## src/rtl/alu_issue_seq.sv

```systemverilog
// rtl/alu_issue_seq.sv - issue/writeback sequencer around an external 16-bit ALU
// Accepts one op, drives the ALU from registered operands, returns the result and writes it back on handshake.
module alu_issue_seq #(
    parameter int REG_COUNT = 8,
    parameter int PC_INC    = 2,
    localparam int AW       = $clog2(REG_COUNT)
) (
    input  logic          clk_i,
    input  logic          rst_i,
    input  logic          req_valid_i,
    output logic          req_ready_o,
    input  logic [3:0]    req_func4_i,
    input  logic [AW-1:0] req_rd_i,
    input  logic [AW-1:0] req_rs1_i,
    input  logic [AW-1:0] req_rs2_i,
    input  logic [15:0]   req_imm_i,
    input  logic          req_imm_en_i,
    input  logic          req_jalr_i,
    input  logic [15:0]   req_pc_i,
    output logic [15:0]   rs1_data_o,
    output logic [15:0]   rs2_data_o,
    output logic [15:0]   imm_data_o,
    output logic          imm_en_o,
    output logic [3:0]    func4_o,
    output logic          jalr_en_o,
    input  logic [15:0]   alu_data_i,
    output logic          rsp_valid_o,
    input  logic          rsp_ready_i,
    output logic [15:0]   rsp_data_o,
    output logic [AW-1:0] rsp_rd_o,
    output logic          rsp_jump_o,
    input  logic [AW-1:0] dbg_addr_i,
    output logic [15:0]   dbg_data_o
);

    localparam logic [15:0] LP_PC_INC = 16'(PC_INC);

    typedef enum logic [1:0] {
        IDLE = 2'd0,
        EXEC = 2'd1,
        RESP = 2'd2
    } state_t;

    state_t          r_state;
    state_t          w_next;
    logic            w_accept;
    logic            w_capture;
    logic            w_write;

    logic [3:0]      r_func4;
    logic [15:0]     r_imm;
    logic            r_imm_en;
    logic            r_jalr;
    logic [AW-1:0]   r_rd;
    logic [15:0]     r_pc;
    logic [15:0]     r_rs1;
    logic [15:0]     r_rs2;
    logic [15:0]     r_result;
    logic [15:0]     r_link;
    logic [15:0]     r_regs [REG_COUNT];

    logic [15:0]     w_rs1_val;
    logic [15:0]     w_rs2_val;

    // Register 0 is hardwired to zero on every read port.
    assign w_rs1_val  = (req_rs1_i  == '0) ? 16'h0000 : r_regs[req_rs1_i];
    assign w_rs2_val  = (req_rs2_i  == '0) ? 16'h0000 : r_regs[req_rs2_i];
    assign dbg_data_o = (dbg_addr_i == '0) ? 16'h0000 : r_regs[dbg_addr_i];

    always_ff @(posedge clk_i or posedge rst_i) begin
        if (rst_i) begin
            r_state <= IDLE;
        end else begin
            r_state <= w_next;
        end
    end

    always_comb begin
        w_next      = r_state;
        req_ready_o = 1'b0;
        rsp_valid_o = 1'b0;
        w_accept    = 1'b0;
        w_capture   = 1'b0;
        w_write     = 1'b0;
        case (r_state)
            IDLE: begin
                req_ready_o = 1'b1;
                if (req_valid_i) begin
                    w_accept = 1'b1;
                    w_next   = EXEC;
                end
            end
            EXEC: begin
                w_capture = 1'b1;
                w_next    = RESP;
            end
            RESP: begin
                rsp_valid_o = 1'b1;
                if (rsp_ready_i) begin
                    w_write = 1'b1;
                    w_next  = IDLE;
                end
            end
            default: w_next = IDLE;
        endcase
    end

    always_ff @(posedge clk_i or posedge rst_i) begin
        if (rst_i) begin
            r_func4  <= '0;
            r_imm    <= '0;
            r_imm_en <= 1'b0;
            r_jalr   <= 1'b0;
            r_rd     <= '0;
            r_pc     <= '0;
            r_rs1    <= '0;
            r_rs2    <= '0;
            r_result <= '0;
            r_link   <= '0;
            for (int i = 0; i < REG_COUNT; i++) begin
                r_regs[i] <= '0;
            end
        end else begin
            if (w_accept) begin
                r_func4  <= req_func4_i;
                r_imm    <= req_imm_i;
                r_imm_en <= req_imm_en_i;
                r_jalr   <= req_jalr_i;
                r_rd     <= req_rd_i;
                r_pc     <= req_pc_i;
                r_rs1    <= w_rs1_val;
                r_rs2    <= w_rs2_val;
            end
            if (w_capture) begin
                r_result <= alu_data_i;
                r_link   <= r_pc + LP_PC_INC;
            end
            // Writeback lands before the next accept, so dependent ops need no forwarding.
            if (w_write && (r_rd != '0)) begin
                r_regs[r_rd] <= r_jalr ? r_link : r_result;
            end
        end
    end

    assign rs1_data_o = r_rs1;
    assign rs2_data_o = r_rs2;
    assign imm_data_o = r_imm;
    assign imm_en_o   = r_imm_en;
    assign func4_o    = r_func4;
    assign jalr_en_o  = r_jalr;
    assign rsp_data_o = r_result;
    assign rsp_rd_o   = r_rd;
    assign rsp_jump_o = r_jalr;

endmodule

```

## config.mk

```make
export PLATFORM = sky130hd
export DESIGN_NAME = alu_issue_seq
export DESIGN_NICKNAME = d
export VERILOG_FILES = /design/src/rtl/alu_issue_seq.sv
export SDC_FILE = /design/constraint.sdc
export NUM_CORES = 1
export LEC_CHECK = 0
export BUFFER_PORTS_ARGS = -buffer_cell sky130_fd_sc_hd__buf_2
export CAP_MARGIN = 20
export CORE_ASPECT_RATIO = 1.25
export CORE_MARGIN = 2
export CORE_UTILIZATION = 60
export CTS_CLUSTER_SIZE = 12
export DETAILED_ROUTE_END_ITERATION = 7
export GPL_ROUTABILITY_DRIVEN = 0
export MAX_ROUTING_LAYER = met4
export PLACE_DENSITY = 0.94
export SKIP_CTS_REPAIR_TIMING = 1
export SLEW_MARGIN = 40
export SYNTH_ARGS = -nofsm -noshare
export SYNTH_HDL_FRONTEND = slang
export SYNTH_SLANG_ARGS = --single-unit
```

## constraint.sdc

```tcl
create_clock -name clk_i -period 16.9 [get_ports clk_i]
set_clock_uncertainty 0.2 [all_clocks]
set_input_delay 1.69 -clock clk_i [delete_from_list [all_inputs] [get_ports clk_i]]
set_output_delay 1.69 -clock clk_i [all_outputs]
set_load 0.05 [all_outputs]
```

==> results_dict.tcl, run 1 <==
set metrics [dict create \
    async_flop_share 1.00 \
    grt_use_met1 0.373 \
    period_needed_ns 5.51 \
    netlist_instances 1087 \
    drc 0 \
    global_route.usage.total 0.310 \
    busiest_layer "met2" \
    vias_per_cell 6.39 \
    rsz0062_at_grt "no" \
    r2r_slack_ns 14.40 \
    worstSetupStartpointType "input port" \
    dieHeight_microns 156 \
    route.vias.total 9159 \
    worstHoldEndpoint "func4_o[2]" \
    port_buffers 161 \
    synth-seq-cells 219 \
    dp.cells 1399 \
    cts_buffers 23 \
    fmax_mhz 181 \
    timing.rr.start "r_state[0]" \
    hold-worst-slack_ns 0.269 \
    cap_violations 0 \
    reg2reg_depth 6 \
    row_count 55 \
    worstSkewPairLatency_ns 0.52 \
    synth-edff-count 0 \
    multi_input_area_sq_um 5040 \
    cts.sinks 219 \
    yosysTopAreaCellShare 0.496 \
    cts_tree "built" \
    syn_nets 1158 \
    p_leak_uw 0.00596 \
    worstPathRequired_ns 15.01 \
    hpwl_microns 18600 \
    drive_gt1_frac 0.242 \
    grt_pass1_vias 9251 \
    fin_crit_sh 0.326 \
    timing.rr.end "rs2_data_o[1]" \
    final_util 0.688 \
    final_cell_area_sq_um 12400 \
    synth_cell_types 39 \
    layout.cells.non_filler 1434 \
    worstHoldStart "func4_o[2]" \
    clk_path_buf_depth 3 \
    path_clk_slew_ns 0.06 \
    seq_area_frac_synth 0.496 \
    layout_commonest_cell "dfrtp_1" \
    critPathMaxFanout 33 \
    critical_path_arrival_ns 3.62 \
    antenna_found_initial 0 \
    cts_max_level 1 \
    wire_per_inst_microns 20.6 \
    status "complete, no violations" \
    drv_slew 0 \
    drt-initial-drc-count 921 \
    worst_pin_slew_ns 0.866 \
    postSynthAreaPerCell_sq_um 10.2 \
    final_antenna_net_count 0 \
    seq_area_sq_um 5480 \
    layout_common_cells "218 x dfrtp_1, 213 x nand2_1, 159 x buf_2" \
    synth_flop_cell "dfrtp_1" \
    syn_area_sq_um 11100 \
    boundaryPins 162 \
    use_met2 0.497 \
    grt_use_met3 0.0580 \
    place_area_sq_um 11800 \
    grt_pass1_wl_microns 47200 \
    dr.pass1.iters 5 \
    fill_cells 1280 \
    yosysWarningCount 0 \
    area_growth_pct 12.5 \
    core_sq_um 18100 \
    grt_start_max_net_pins 145 \
    slew_headroom 0.422 \
    setup_viol 0 \
    finalHoldViolCount 0 \
    start_util 0.611 \
    wl_microns 29600 \
    fin_setup_tns_ns 0 \
    synth.area.top_cells "dfrtp_1 50%, mux2i_1 7.4%, nand2_1 7.3%" \
    peakVddDrop_v 0.000193 \
    die_w_microns 125 \
    power_density_nw_per_um2 209 \
    grt_overflow 0 \
    diodes 0 \
    clockRootBuffer "clkbuf_16" \
    worst_setup_path_end_kind "output port" \
    hp-class "flip-flop to flip-flop" \
    synth_top_cell_by_area "dfrtp_1" \
    final_nets 1267 \
    die-area_sq_um 19500 \
    critPathKind "input port to output port" \
    hold_depth 2 \
]
[registers in the layout (all words and copies together) (netlist names)]
register and flops:
func4_o 4, r_regs 112, imm_en_o 1, rsp_data_o 16, rs2_data_o 16, jalr_en_o 1, imm_data_o 16, r_link 16
r_pc 16, rs1_data_o 16, r_state 2, rsp_rd_o 3
[logic make-up after synthesis]
kind of cell             share of synthesized area
AND/OR/NAND/NOR                              0.122
AO/OA/AOI/OAI                                0.144
flip-flops                                   0.496
multiplexers                                 0.176
buffers and inverters                       0.0505
XOR/XNOR                                    0.0103
adder cells (fa/ha/maj)                    0.00113
[critical path: stages]
cell and delay, ns:
buf_4 0.43, nor2b_4 0.64, a221oi_1 0.19, a21oi_1 0.30, buf_2 0.33
[how the worst max path moves through the flow]
| stage | to | start | depth (start not counted) | slack, ns |
|---|---|---|---|---|
| after floorplan | func4_o[0] | rst_i | 1 | 9.02 |
| after global placement | dbg_data_o[8] | dbg_addr_i[1] | 5 | 11.00 |
| after detailed placement | dbg_data_o[15] | dbg_addr_i[1] | 5 | 11.28 |
| after CTS | dbg_data_o[8] | dbg_addr_i[1] | 5 | 11.25 |
| after global routing | dbg_data_o[1] | dbg_addr_i[1] | 5 | 11.42 |
| final | dbg_data_o[8] | dbg_addr_i[1] | 5 | 11.39 |
[stage by stage]
step / setup WS [ns] / power, uW
after floorplan: 9.02 / 1820
after global placement: 11.00 / 2070
after detailed placement: 11.28 / 2130
after CTS: 11.25 / 2590
after global routing: 11.42 / 2740
final: 11.39 / 2600
[layer usage]
| metal | wire (microns) | part of all wire |
|---|---|---|
| met5 | 0 | 0 |
| met4 | 1430 | 0.048 |
| met1 | 11000 | 0.37 |
| met2 | 14400 | 0.49 |
| met3 | 2760 | 0.093 |
[cell usage after synthesis, types with 2 or more instances]
| cell type | number |
|---|---|
| buf_4 | 7 |
| buf_6 | 4 |
| nand4_1 | 6 |
| o21ai_0 | 64 |
| and2b_1 | 2 |
| a221oi_1 | 34 |
| and4_1 | 3 |
| dfrtp_1 | 219 |
| inv_1 | 17 |
| mux4_2 | 18 |
| a21oi_1 | 81 |
| o22a_1 | 11 |
| nand2b_1 | 4 |
| buf_2 | 40 |
| mux2i_1 | 82 |
| nor2b_1 | 5 |
| xor2_1 | 9 |
| a221o_1 | 19 |
| nand3_1 | 6 |
| buf_1 | 2 |
| o21ai_1 | 19 |
| and3_1 | 2 |
| clkbuf_1 | 32 |
| mux2_2 | 64 |
| a22oi_1 | 12 |
| buf_12 | 3 |
| nor2_1 | 79 |
| o221ai_1 | 11 |
| nor4_1 | 2 |
| and2_1 | 4 |
| nand2_1 | 214 |
| nand3b_1 | 2 |
| xnor2_1 | 4 |
[cell type report]
class | instances | area share
tap | 228 | 0.0229
timing repair buffer | 173 | 0.0727
clock buffer | 31 | 0.0503
clock inverter | 4 | 0.00211
sequential | 219 | 0.440
multi-input combinational | 761 | 0.405
inverter | 18 | 0.00643
[where the power goes]
part	internal (uW)	leakage, uW	total [uW]	switching, uW
sequential	766	0.00277	1010	246
clock	256	0.000317	453	197
combinational	370	0.00287	1130	761
Power figures use the tool's default switching activity.
==> run 2: changes to the inputs <==
--- a/config.mk
+++ b/config.mk
@@ -9,12 +9,12 @@
 export CAP_MARGIN = 20
 export CORE_ASPECT_RATIO = 1.25
 export CORE_MARGIN = 2
-export CORE_UTILIZATION = 60
+export CORE_UTILIZATION = 52
 export CTS_CLUSTER_SIZE = 12
 export DETAILED_ROUTE_END_ITERATION = 7
 export GPL_ROUTABILITY_DRIVEN = 0
 export MAX_ROUTING_LAYER = met4
-export PLACE_DENSITY = 0.94
+export PLACE_DENSITY = 0.88
 export SKIP_CTS_REPAIR_TIMING = 1
 export SLEW_MARGIN = 40
 export SYNTH_ARGS = -nofsm -noshare
==> constraint.sdc (replaced) <==
create_clock -name clk_i -period 4.99 [get_ports clk_i]
set_clock_uncertainty 0.2 [all_clocks]
set_input_delay 0.499 -clock clk_i [delete_from_list [all_inputs] [get_ports clk_i]]
set_output_delay 0.499 -clock clk_i [all_outputs]
set_load 0.05 [all_outputs]
==> results_dict.tcl, run 2 (synthesized netlist as in run 1, its figures left out) <==
set metrics [dict create \
    critPathKind "input port to output port" \
    cts_max_level 1 \
    setup.worst_path.start "dbg_addr_i[1]" \
    place_area_sq_um 11900 \
    start_util 0.531 \
    global_route.usage.total 0.273 \
    cts_buffers 23 \
    worstSetupStartpointType "input port" \
    peakVddDrop_v 0.000626 \
    area_growth_pct 16.1 \
    multi_input_area_sq_um 5030 \
    grt_overflow 0 \
    die_w_microns 134 \
    timing.rr.start "r_state[0]" \
    route.vias.total 9207 \
    met2_length_microns 14700 \
    period_needed_ns 3.29 \
    core_sq_um 20800 \
    drt-initial-drc-count 798 \
    cap_violations 0 \
    worst_pin_slew_ns 0.849 \
    drv_slew 0 \
    fmax_mhz 304 \
    fin_setup_tns_ns 0 \
    fin_crit_sh 0.660 \
    critPathMaxFanout 33 \
    clockRootBuffer "clkbuf_16" \
    worstHoldStart "req_pc_i[11]" \
    drc 0 \
    critPathSlowestCell "nor2b_1" \
    worstPathRequired_ns 4.29 \
    wire_per_inst_microns 20.0 \
    top_register "r_regs" \
    dr.pass1.iters 6 \
    top_layer_used "met4" \
    met3_length_microns 2450 \
    row_count 59 \
    grt_start_max_net_pins 164 \
    fill_cells 1693 \
    slew_headroom 0.434 \
    layout_commonest_cell "dfrtp_1" \
    final_nets 1297 \
    grt_pass1_vias 8988 \
    die-area_sq_um 22500 \
    boundaryPins 162 \
    antenna_found_initial 0 \
    final_antenna_net_count 0 \
    cts_tree "built" \
    vias_per_cell 6.10 \
    worstPathCellList "buf_2, buf_4, nor2b_1, buf_4, a22oi_1, o21ai_0, buf_2" \
    drt-met1-wl_microns 11800 \
    drive_gt1_frac 0.241 \
    hp-class "input port to flip-flop" \
    setup_viol 0 \
    violations "negative hold slack" \
    grt_pass1_wl_microns 47600 \
    cpPeakStageDelay_ns 0.50 \
    diodes 0 \
    rsz0062_at_grt "no" \
    dieHeight_microns 167 \
    status "finished, violations left" \
    hpwl_microns 18900 \
    worst_setup_path_end_kind "output port" \
    clk_path_buf_depth 3 \
    critical_path_arrival_ns 2.60 \
    largest_reg_flops 112 \
    cts.sinks 219 \
    hold-worst-slack_ns -0.0202 \
    final_cell_area_sq_um 12800 \
    layout_common_cells "218 x dfrtp_1, 213 x nand2_1, 161 x buf_2" \
    wl_microns 30200 \
    p_leak_uw 0.00611 \
    seq_area_sq_um 5480 \
    power_density_nw_per_um2 693 \
    worstSkewPairLatency_ns 0.52 \
    finalHoldViolCount 14 \
    port_buffers 161 \
    path_clk_slew_ns 0.06 \
]
==> run 2: cell types whose count changed in the layout (fill, tap and decap cells not counted), sizes merged <==
cell         change
buf              +7
clkbuf           -1
inv              -1
bufinv           +1
dlygate4sd3     +23
==> run 2: layer usage <==
layer	global-route usage	vias up
li1	-	4140
met1	0.345	4459
met2	0.437	507
met3	0.0438	101
met4	0.117	0
met5	-	-
==> run 2: area by class of cell <==
cell class | instances | area share
Timing Repair Buffer | 203 | 0.0953
Sequential cell | 219 | 0.427
Tap cell | 274 | 0.0267
Clock buffer | 30 | 0.0500
Multi-Input combinational cell | 761 | 0.392
Clock inverter | 4 | 0.00380
Inverter | 18 | 0.00575
==> run 2: final timing paths <==
check,endpoint,slack (ns),cells past startpoint
min in group asynchronous,rsp_data_o[12],0.44,4
hold reg to reg,func4_o[0],0.27,2
hold / removal,r_pc[11],-0.02,3
setup / recovery,dbg_data_o[15],1.70,7
max in group asynchronous,rs2_data_o[13],3.33,5
setup reg to reg,rs2_data_o[13],2.78,6
==> run 2: critical path: cells and delay by family <==
kind / cells / cell delay (ns)
and+or+nand+nor: 1 / 0.50
buffers and inverters: 4 / 1.17
AOI/OAI and AO/OA: 2 / 0.41
==> run 2: stage by stage <==
step / total power (uW) / utilization / setup slack, ns / cells
global placement: 7040 / 0.570 / 1.78 / 1450
global route: 9400 / 0.617 / 1.64 / 1509
detailed placement: 7200 / 0.570 / 1.78 / 1450
finish: 8890 / 0.617 / 1.70 / 1509
CTS: 8860 / 0.603 / 1.77 / 1484
floorplan: 6170 / - / 1.44 / 1087
==> run 2: power by group <==
part / internal, uW / switching [uW]
clock network: 944 / 678
registers: 2600 / 814
logic: 1280 / 2580
total: 4820 / 4070
